$ cat src/rtl/sign_sum_scheduler.sv
// rtl/sign_sum_scheduler.sv - nibble-serial sign popcount with parity and majority flag
module popcount4 (
   input  logic [3:0] i_bits,
   output logic [2:0] o_sum
);
   always_comb begin
      o_sum = {2'b00, i_bits[0]} + {2'b00, i_bits[1]}
            + {2'b00, i_bits[2]} + {2'b00, i_bits[3]};
   end
endmodule

module sign_sum_scheduler #(
   parameter int DEG = 12
) (
   input  logic                          i_clk,
   input  logic                          i_rst_n,
   input  logic                          i_valid,
   output logic                          o_ready,
   input  logic [DEG-1:0]                i_sign,
   input  logic [$clog2(DEG+1)-1:0]      i_thr,
   output logic                          o_valid,
   input  logic                          i_ready,
   output logic [$clog2(DEG+1)-1:0]      o_count,
   output logic                          o_parity,
   output logic                          o_major,
   output logic                          o_busy
);
   localparam int NIB  = DEG / 4;
   localparam int CW   = $clog2(DEG + 1);
   localparam int CNTW = (NIB > 1) ? $clog2(NIB) : 1;

   localparam logic [1:0] IDLE = 2'd0;
   localparam logic [1:0] RUN  = 2'd1;
   localparam logic [1:0] DONE = 2'd2;

   logic [1:0]     state_q, state_d;
   logic [DEG-1:0] shreg_q, shreg_d;
   logic [CW-1:0]  thr_q, thr_d;
   logic [CW-1:0]  acc_q, acc_d;
   logic [CNTW-1:0] cnt_q, cnt_d;
   logic [CW-1:0]  count_q, count_d;
   logic           parity_q, parity_d;
   logic           major_q, major_d;
   logic           valid_q, valid_d;

   logic [2:0]     nib_sum;
   logic [CW-1:0]  acc_sum;

   popcount4 u_pop (
      .i_bits (shreg_q[3:0]),
      .o_sum  (nib_sum)
   );

   assign acc_sum = acc_q + CW'(nib_sum);

   always_comb begin
      state_d  = state_q;
      shreg_d  = shreg_q;
      thr_d    = thr_q;
      acc_d    = acc_q;
      cnt_d    = cnt_q;
      count_d  = count_q;
      parity_d = parity_q;
      major_d  = major_q;
      valid_d  = valid_q;
      case (state_q)
         IDLE: begin
            if (i_valid) begin
               shreg_d = i_sign;
               thr_d   = i_thr;
               acc_d   = '0;
               cnt_d   = '0;
               state_d = RUN;
            end
         end
         RUN: begin
            acc_d   = acc_sum;
            shreg_d = shreg_q >> 4;
            cnt_d   = cnt_q + 1'b1;
            // The last nibble's sum goes straight into the result registers.
            if (cnt_q == CNTW'(NIB - 1)) begin
               count_d  = acc_sum;
               parity_d = acc_sum[0];
               major_d  = (acc_sum >= thr_q);
               valid_d  = 1'b1;
               state_d  = DONE;
            end
         end
         DONE: begin
            if (i_ready) begin
               valid_d = 1'b0;
               state_d = IDLE;
            end
         end
         default: state_d = IDLE;
      endcase
   end

   always_ff @(posedge i_clk or negedge i_rst_n) begin
      if (!i_rst_n) begin
         state_q  <= IDLE;
         shreg_q  <= '0;
         thr_q    <= '0;
         acc_q    <= '0;
         cnt_q    <= '0;
         count_q  <= '0;
         parity_q <= 1'b0;
         major_q  <= 1'b0;
         valid_q  <= 1'b0;
      end else begin
         state_q  <= state_d;
         shreg_q  <= shreg_d;
         thr_q    <= thr_d;
         acc_q    <= acc_d;
         cnt_q    <= cnt_d;
         count_q  <= count_d;
         parity_q <= parity_d;
         major_q  <= major_d;
         valid_q  <= valid_d;
      end
   end

   assign o_ready  = (state_q == IDLE);
   assign o_busy   = (state_q != IDLE);
   assign o_valid  = valid_q;
   assign o_count  = count_q;
   assign o_parity = parity_q;
   assign o_major  = major_q;
endmodule
$ cat config.mk
export PLATFORM = sky130hd
export DESIGN_NAME = sign_sum_scheduler
export DESIGN_NICKNAME = d
export VERILOG_FILES = /design/src/rtl/sign_sum_scheduler.sv
export SDC_FILE = /design/constraint.sdc
export NUM_CORES = 1
export LEC_CHECK = 0
export ABC_AREA = 1
export BUFFER_PORTS_ARGS = -buffer_cell sky130_fd_sc_hd__buf_2
export CORE_UTILIZATION = 55
export CTS_CLUSTER_DIAMETER = 50
export DETAILED_ROUTE_END_ITERATION = 8
export MAX_ROUTING_LAYER = met4
export PLACE_DENSITY = 0.86
export SLEW_MARGIN = 20
export SYNTH_ARGS = -nofsm -noshare
export SYNTH_HDL_FRONTEND = slang
export SYNTH_SLANG_ARGS = --single-unit
$ cat constraint.sdc
create_clock -name i_clk -period 3.2 [get_ports i_clk]
set_input_delay 0.64 -clock i_clk [delete_from_list [all_inputs] [get_ports i_clk]]
set_output_delay 0.64 -clock i_clk [all_outputs]
set_load 0.1 [all_outputs]
# ---- Word-level counts from Yosys, hierarchy flattened
# Index checks and enable logic that the tools add are counted.
dict set report totals {
  memories 0
  out_inout_bits 9
  ram_bits 0
  latch_bits 0
  elab_cells 43
  romBits 0
  in_bits 20
  reg_bits 31
}
dict set report classes {
  div_mod_pow 0
  shifts 0
  muxes 13
  n_bitwise 0
  eq_ne 6
  n_lt_le_gt_ge 1
  multipliers 0
  addsub 5
  reduce_logical 9
}
# cell n
set op_table {}
lappend op_table {{12-bit one-hot mux with 2 select lines} 1}
lappend op_table {{12-bit 2-to-1 mux} 1}
lappend op_table {{2-bit 2-to-1 mux} 4}
lappend op_table {{4-bit one-hot mux with 2 select lines} 1}
lappend op_table {{3-bit by 1-bit adder with 3-bit output} 2}
lappend op_table {{2-bit != test, second input constant} 3}
lappend op_table {{2-bit one-hot mux with 3 select lines} 1}
lappend op_table {{2-bit AND reduction} 3}
lappend op_table {{3-bit AND reduction} 2}
lappend op_table {{2-bit nonzero test} 3}
lappend op_table {{4-bit by 3-bit adder with 4-bit output} 1}
lappend op_table {{2-bit equality test, second input constant} 2}
lappend op_table {{4-bit >= comparator} 1}
lappend op_table {{4-bit 2-to-1 mux} 1}
lappend op_table {{2-bit one-hot mux with 2 select lines} 1}
lappend op_table {{1-bit by 1-bit adder with 2-bit output} 1}
lappend op_table {{2-bit by 1-bit adder with 2-bit output, second input constant} 1}
lappend op_table {{2-bit by 1-bit equality test with 1-bit output, second input constant} 1}
lappend op_table {{2-bit zero test} 1}
lappend op_table {{1-bit 2-to-1 mux} 2}
lappend op_table {{1-bit one-hot mux with 2 select lines} 1}

# ---- Longest topological paths before layout
dict set report depth {
  word_depth 5
  mapped_depth 15
  depth_no_buf 15
}

# ---- Cells and area by module
# Synthesis repeated with hierarchy kept, for this count alone.
dict set report hier_totals {
  hier_cells 184
  area_unflattened_um2 1601.5
}
# module area_each_um2 instances cells_each seq_area_each_um2
set by_module_without_submodules {}
lappend by_module_without_submodules {sign_sum_scheduler 1537.7 1 176 750.7}
lappend by_module_without_submodules {popcount4 63.8 1 8 0.0}

# ---- Worst setup path before layout
# OpenSTA, ideal clock, no wires.
dict set report synth_path {
  kind {register -> register}
  from {reg shreg_q[0]}
  to {reg major_q (netlist: o_major)}
  t_required_ns 3.079
  path_buffers 0
  setup_slack_ns 0.639
  t_arrival_ns 2.440
  stages_incl_launch_ff 16
  synth_period_minus_slack_ns 2.561
  setup_time_ns 0.121
  cell_sequence {dfrtp_1 > ha_1 > inv_1 > fa_1 > inv_1 > ha_1 > ha_1 > nand2_1 > nand2_1 > nand3_1 > and2_1 > ha_1 > nand2_1 > nand2_1 > nor2_1 > a21oi_1}
}
dict set report synth_via {
  elab_chain_cells 5
}
# element line
set synth_lines {}
lappend synth_lines {{start: declaration} 37} ;# logic [DEG-1:0] shreg_q, shreg_d;
lappend synth_lines {{start signal: assignment} 112} ;# shreg_q <= shreg_d;
lappend synth_lines {{1-bit by 1-bit adder with 2-bit output} 7} ;# o_sum = {2'b00, i_bits[0]} + {2'b00, i_bits[1]}
lappend synth_lines {{3-bit by 1-bit adder with 3-bit output (2 in series)} 8} ;# + {2'b00, i_bits[2]} + {2'b00, i_bits[3]};
lappend synth_lines {{4-bit by 3-bit adder with 4-bit output} 54} ;# assign acc_sum = acc_q + CW'(nib_sum);
lappend synth_lines {{via acc_sum[3]} 47} ;# logic [CW-1:0] acc_sum;
lappend synth_lines {{4-bit >= comparator} 84} ;# major_d = (acc_sum >= thr_q);
lappend synth_lines {{end signal: assignment} 118} ;# major_q <= major_d;
lappend synth_lines {{end: declaration} 43} ;# logic major_q, major_d;
# The timed path passes the listed nets, and every way through them passes these cells.
# A chain may end at the register's enable or synchronous reset.

# ---- Worst setup path in the final report
# Ends and elaborated chain as after synthesis.

==> impl_metrics.env <==
export IMPL_status="complete, no violations"
export IMPL_antenna_left=0
export IMPL_synth_edf_count=0
export IMPL_grt_overflow=0
export IMPL_drtIter0Drc=25
export IMPL_maxCapViolCount=0
export IMPL_wl_per_cell_microns=11.7
export IMPL_place_congestion=0.794
export IMPL_period_share_pct=88.2
export IMPL_worstPathCellList="ha_1 > inv_1 > fa_1 > inv_1 > ha_1 > inv_1 > fa_1 > xor2_1 > inv_1 > ha_1 > nand2_1 > inv_1 > nand2_1 > a21oi_1"
export IMPL_cp_num_buf_inv=5
export IMPL_start_util_pct=58.6
export IMPL_cts_hold_buf=0
export IMPL_cts_sinks=30
export IMPL_grt_max_degree=31
export IMPL_synth_avg_cell_area_sq_um=8.67
export IMPL_crit_family="adder cells"
export IMPL_cp_max_fo=3
export IMPL_fp_dieH_microns=56.4
export IMPL_cp_end_kind="flip-flop"
export IMPL_grt_pass1_wl_mm=5.23
export IMPL_dpl_hpwl_mm=2.16
export IMPL_synth_area_sq_mm=0.00163
export IMPL_cp_start_kind="flip-flop"
export IMPL_setup_viol=0
export IMPL_drc=0
export IMPL_netlist_instances=188
export IMPL_dr_pass1_iters=4
export IMPL_coreArea_sq_mm=0.00278
export IMPL_grt_usage_pct=22.3
export IMPL_synth_distinct_cells=23
export IMPL_drv_slew=0
export IMPL_hp_class="primary input to asynchronous set/reset pin"
export IMPL_area_delta_synth_final_pct=11.4
export IMPL_layout_drive_gt1_share_pct=23.4
export IMPL_cp_slowest_cell="fa_1"
export IMPL_crit_type="flip-flop to flip-flop"
export IMPL_ctsLongestPathBuffers=2
export IMPL_tightest_slew_ns=0.659
export IMPL_rsz0062_at_grt="false"
export IMPL_yosysSeqAreaShare_pct=46.0
export IMPL_n_antenna_cell=0
export IMPL_dieArea_sq_mm=0.00319
export IMPL_setup_tns_ns=0
export IMPL_crit_top_cell="inv_1"
export IMPL_numCtsBuffers=5
export IMPL_async_reset_ff_share_pct=100
export IMPL_die_width_microns=56.4
export IMPL_clkTransAtPathRegs_ns=0.09
export IMPL_cts_root_buf="clkbuf_4"
export IMPL_max_freq_mhz=354
export IMPL_io_buffers=28
export IMPL_cts_tree="yes"
export IMPL_htreeDepth=2
export IMPL_grt_pass1_vias=1270
export IMPL_ios=29
export IMPL_fin_worst_skew_ns=0.00826
export IMPL_cts_setup_buffers=0
export IMPL_vias=1254
export IMPL_ys_flop_type="dfrtp_1"
export IMPL_core_rowCount=19
export IMPL_syn_nets=220
export IMPL_relSlewSlack_pct=56.1
export IMPL_vias_per_cell=5.04
export IMPL_final_hold_viol_count=0
export IMPL_cts_resized=0
export IMPL_slowest_delay_ns=0.41
export IMPL_fin_nets=249
export IMPL_cp_arrival_ns=3.09
export IMPL_synth_warnings=0
export IMPL_crit_required_ns=3.47
export IMPL_clock_latency_ns=0.34
export IMPL_grt_antenna_before_repair=0
export IMPL_min_period_ns=2.82
export IMPL_ys_seq_elements=30
export IMPL_wl_mm=2.92
-- cells by family after synthesis --
kind of cell / after synthesis / synth area share [%]
simple gates: 69 / 19.0
flops: 30 / 46.0
compound gates: 33 / 12.4
fa+ha+maj: 12 / 10.1
xor+xnor: 1 / 0.537
buf+inv: 43 / 11.8
-- synth_stat cells, types with 3 or more instances --
library cell | number | area share (%)
o21ai_1 | 6 | 1.8
nand2_1 | 46 | 11
buf_6 | 3 | 2.1
dfrtp_1 | 30 | 46
ha_1 | 10 | 7.7
o21ai_2 | 9 | 4.8
o21ai_0 | 11 | 3.4
nand2_4 | 3 | 2.1
a21oi_1 | 5 | 1.5
nor2_1 | 5 | 1.2
nand3_1 | 11 | 3.4
inv_1 | 36 | 8.3
-- per-layer routing --
layer	vias to the layer above	GRT usage [%]	share of wire [%]	routed length [microns]
met1	579	25.5	44	1270
met2	26	37.0	50	1470
met5	-	-	0	0
li1	642	-	-	-
met3	7	5.53	4.0	117
met4	0	10.1	2.2	63
-- cells in the final DEF, fill, tap and decap left out --
| cell type | netlist | layout |
|---|---|---|
| inv_2 | 1 | 1 |
| xor2_1 | 1 | 1 |
| nand2_4 | 3 | 3 |
| nor2_2 | 1 | 1 |
| a21oi_1 | 5 | 5 |
| fa_1 | 2 | 2 |
| o22ai_1 | 1 | 1 |
| inv_1 | 36 | 36 |
| clkbuf_1 | 0 | 1 |
| nand2_2 | 1 | 1 |
| nor2_1 | 5 | 5 |
| buf_2 | 1 | 28 |
| dfrtp_1 | 30 | 30 |
| o21ai_0 | 11 | 11 |
| ha_1 | 10 | 10 |
| clkbuf_8 | 0 | 1 |
| and2_1 | 1 | 1 |
| nor2_4 | 1 | 1 |
| o31ai_1 | 1 | 1 |
| clkbuf_4 | 0 | 5 |
| nand2_1 | 46 | 46 |
| nand3_1 | 11 | 11 |
| clkinv_2 | 0 | 1 |
| o21ai_1 | 6 | 6 |
| o21ai_2 | 9 | 9 |
-- worst paths after layout --
kind	from	to	slack [ns]	cells past startpoint
worst min-delay path	i_rst_n	thr_q[3]	0.32	1
min in group i_clk	o_valid	o_valid	0.48	2
worst min register to register	o_valid	o_valid	0.48	2
max in group asynchronous	i_rst_n	cnt_q[1]	2.45	1
worst max-delay path	shreg_q[0]	o_major	0.38	14
worst max register to register	shreg_q[0]	o_major	0.38	14
-- through the flow --
step	hold WS [ns]	utilization [%]	area (sq um)	instances	setup WS (ns)
after floorplan	0.344	-	1630	188	0.639
final	0.317	65.3	1820	249	0.376
after global routing	0.365	65.3	1820	249	0.172
after global placement	0.450	63.1	1760	241	0.509
after CTS	0.340	65.3	1820	249	0.374
after detailed placement	0.462	63.1	1760	241	0.412
-- worst reg2reg max path, delay by kind of cell (launching register included) --
family                   cells  cell delay [ns]
flip-flops                   1             0.40
adder cells (fa/ha/maj)      5             1.55
buffers and inverters        5             0.33
XOR/XNOR                     1             0.26
AO/OA/AOI/OAI                1             0.12
AND/OR/NAND/NOR              2             0.10
-- state kept, by name (all words and copies together) (netlist names) --
name	flops
cnt_q	2
thr_q	4
acc_q	4
o_valid	1
o_major	1
o_count	4
shreg_q	12
state_q	2
-- layout make-up --
| cell class | instances | area [sq um] |
|---|---|---|
| clock buffers | 7 | 55.1 |
| repair buffers | 28 | 140 |
| clock inverters | 1 | 5.00 |
| flip-flops and latches | 30 | 751 |
| inverters | 37 | 139 |
| fillers | 260 | 966 |
| multi-input cells | 115 | 687 |
| well taps | 31 | 38.8 |
Power is not shown: default switching activity piles up to over one toggle a cycle in this logic, so the estimate is an artifact.
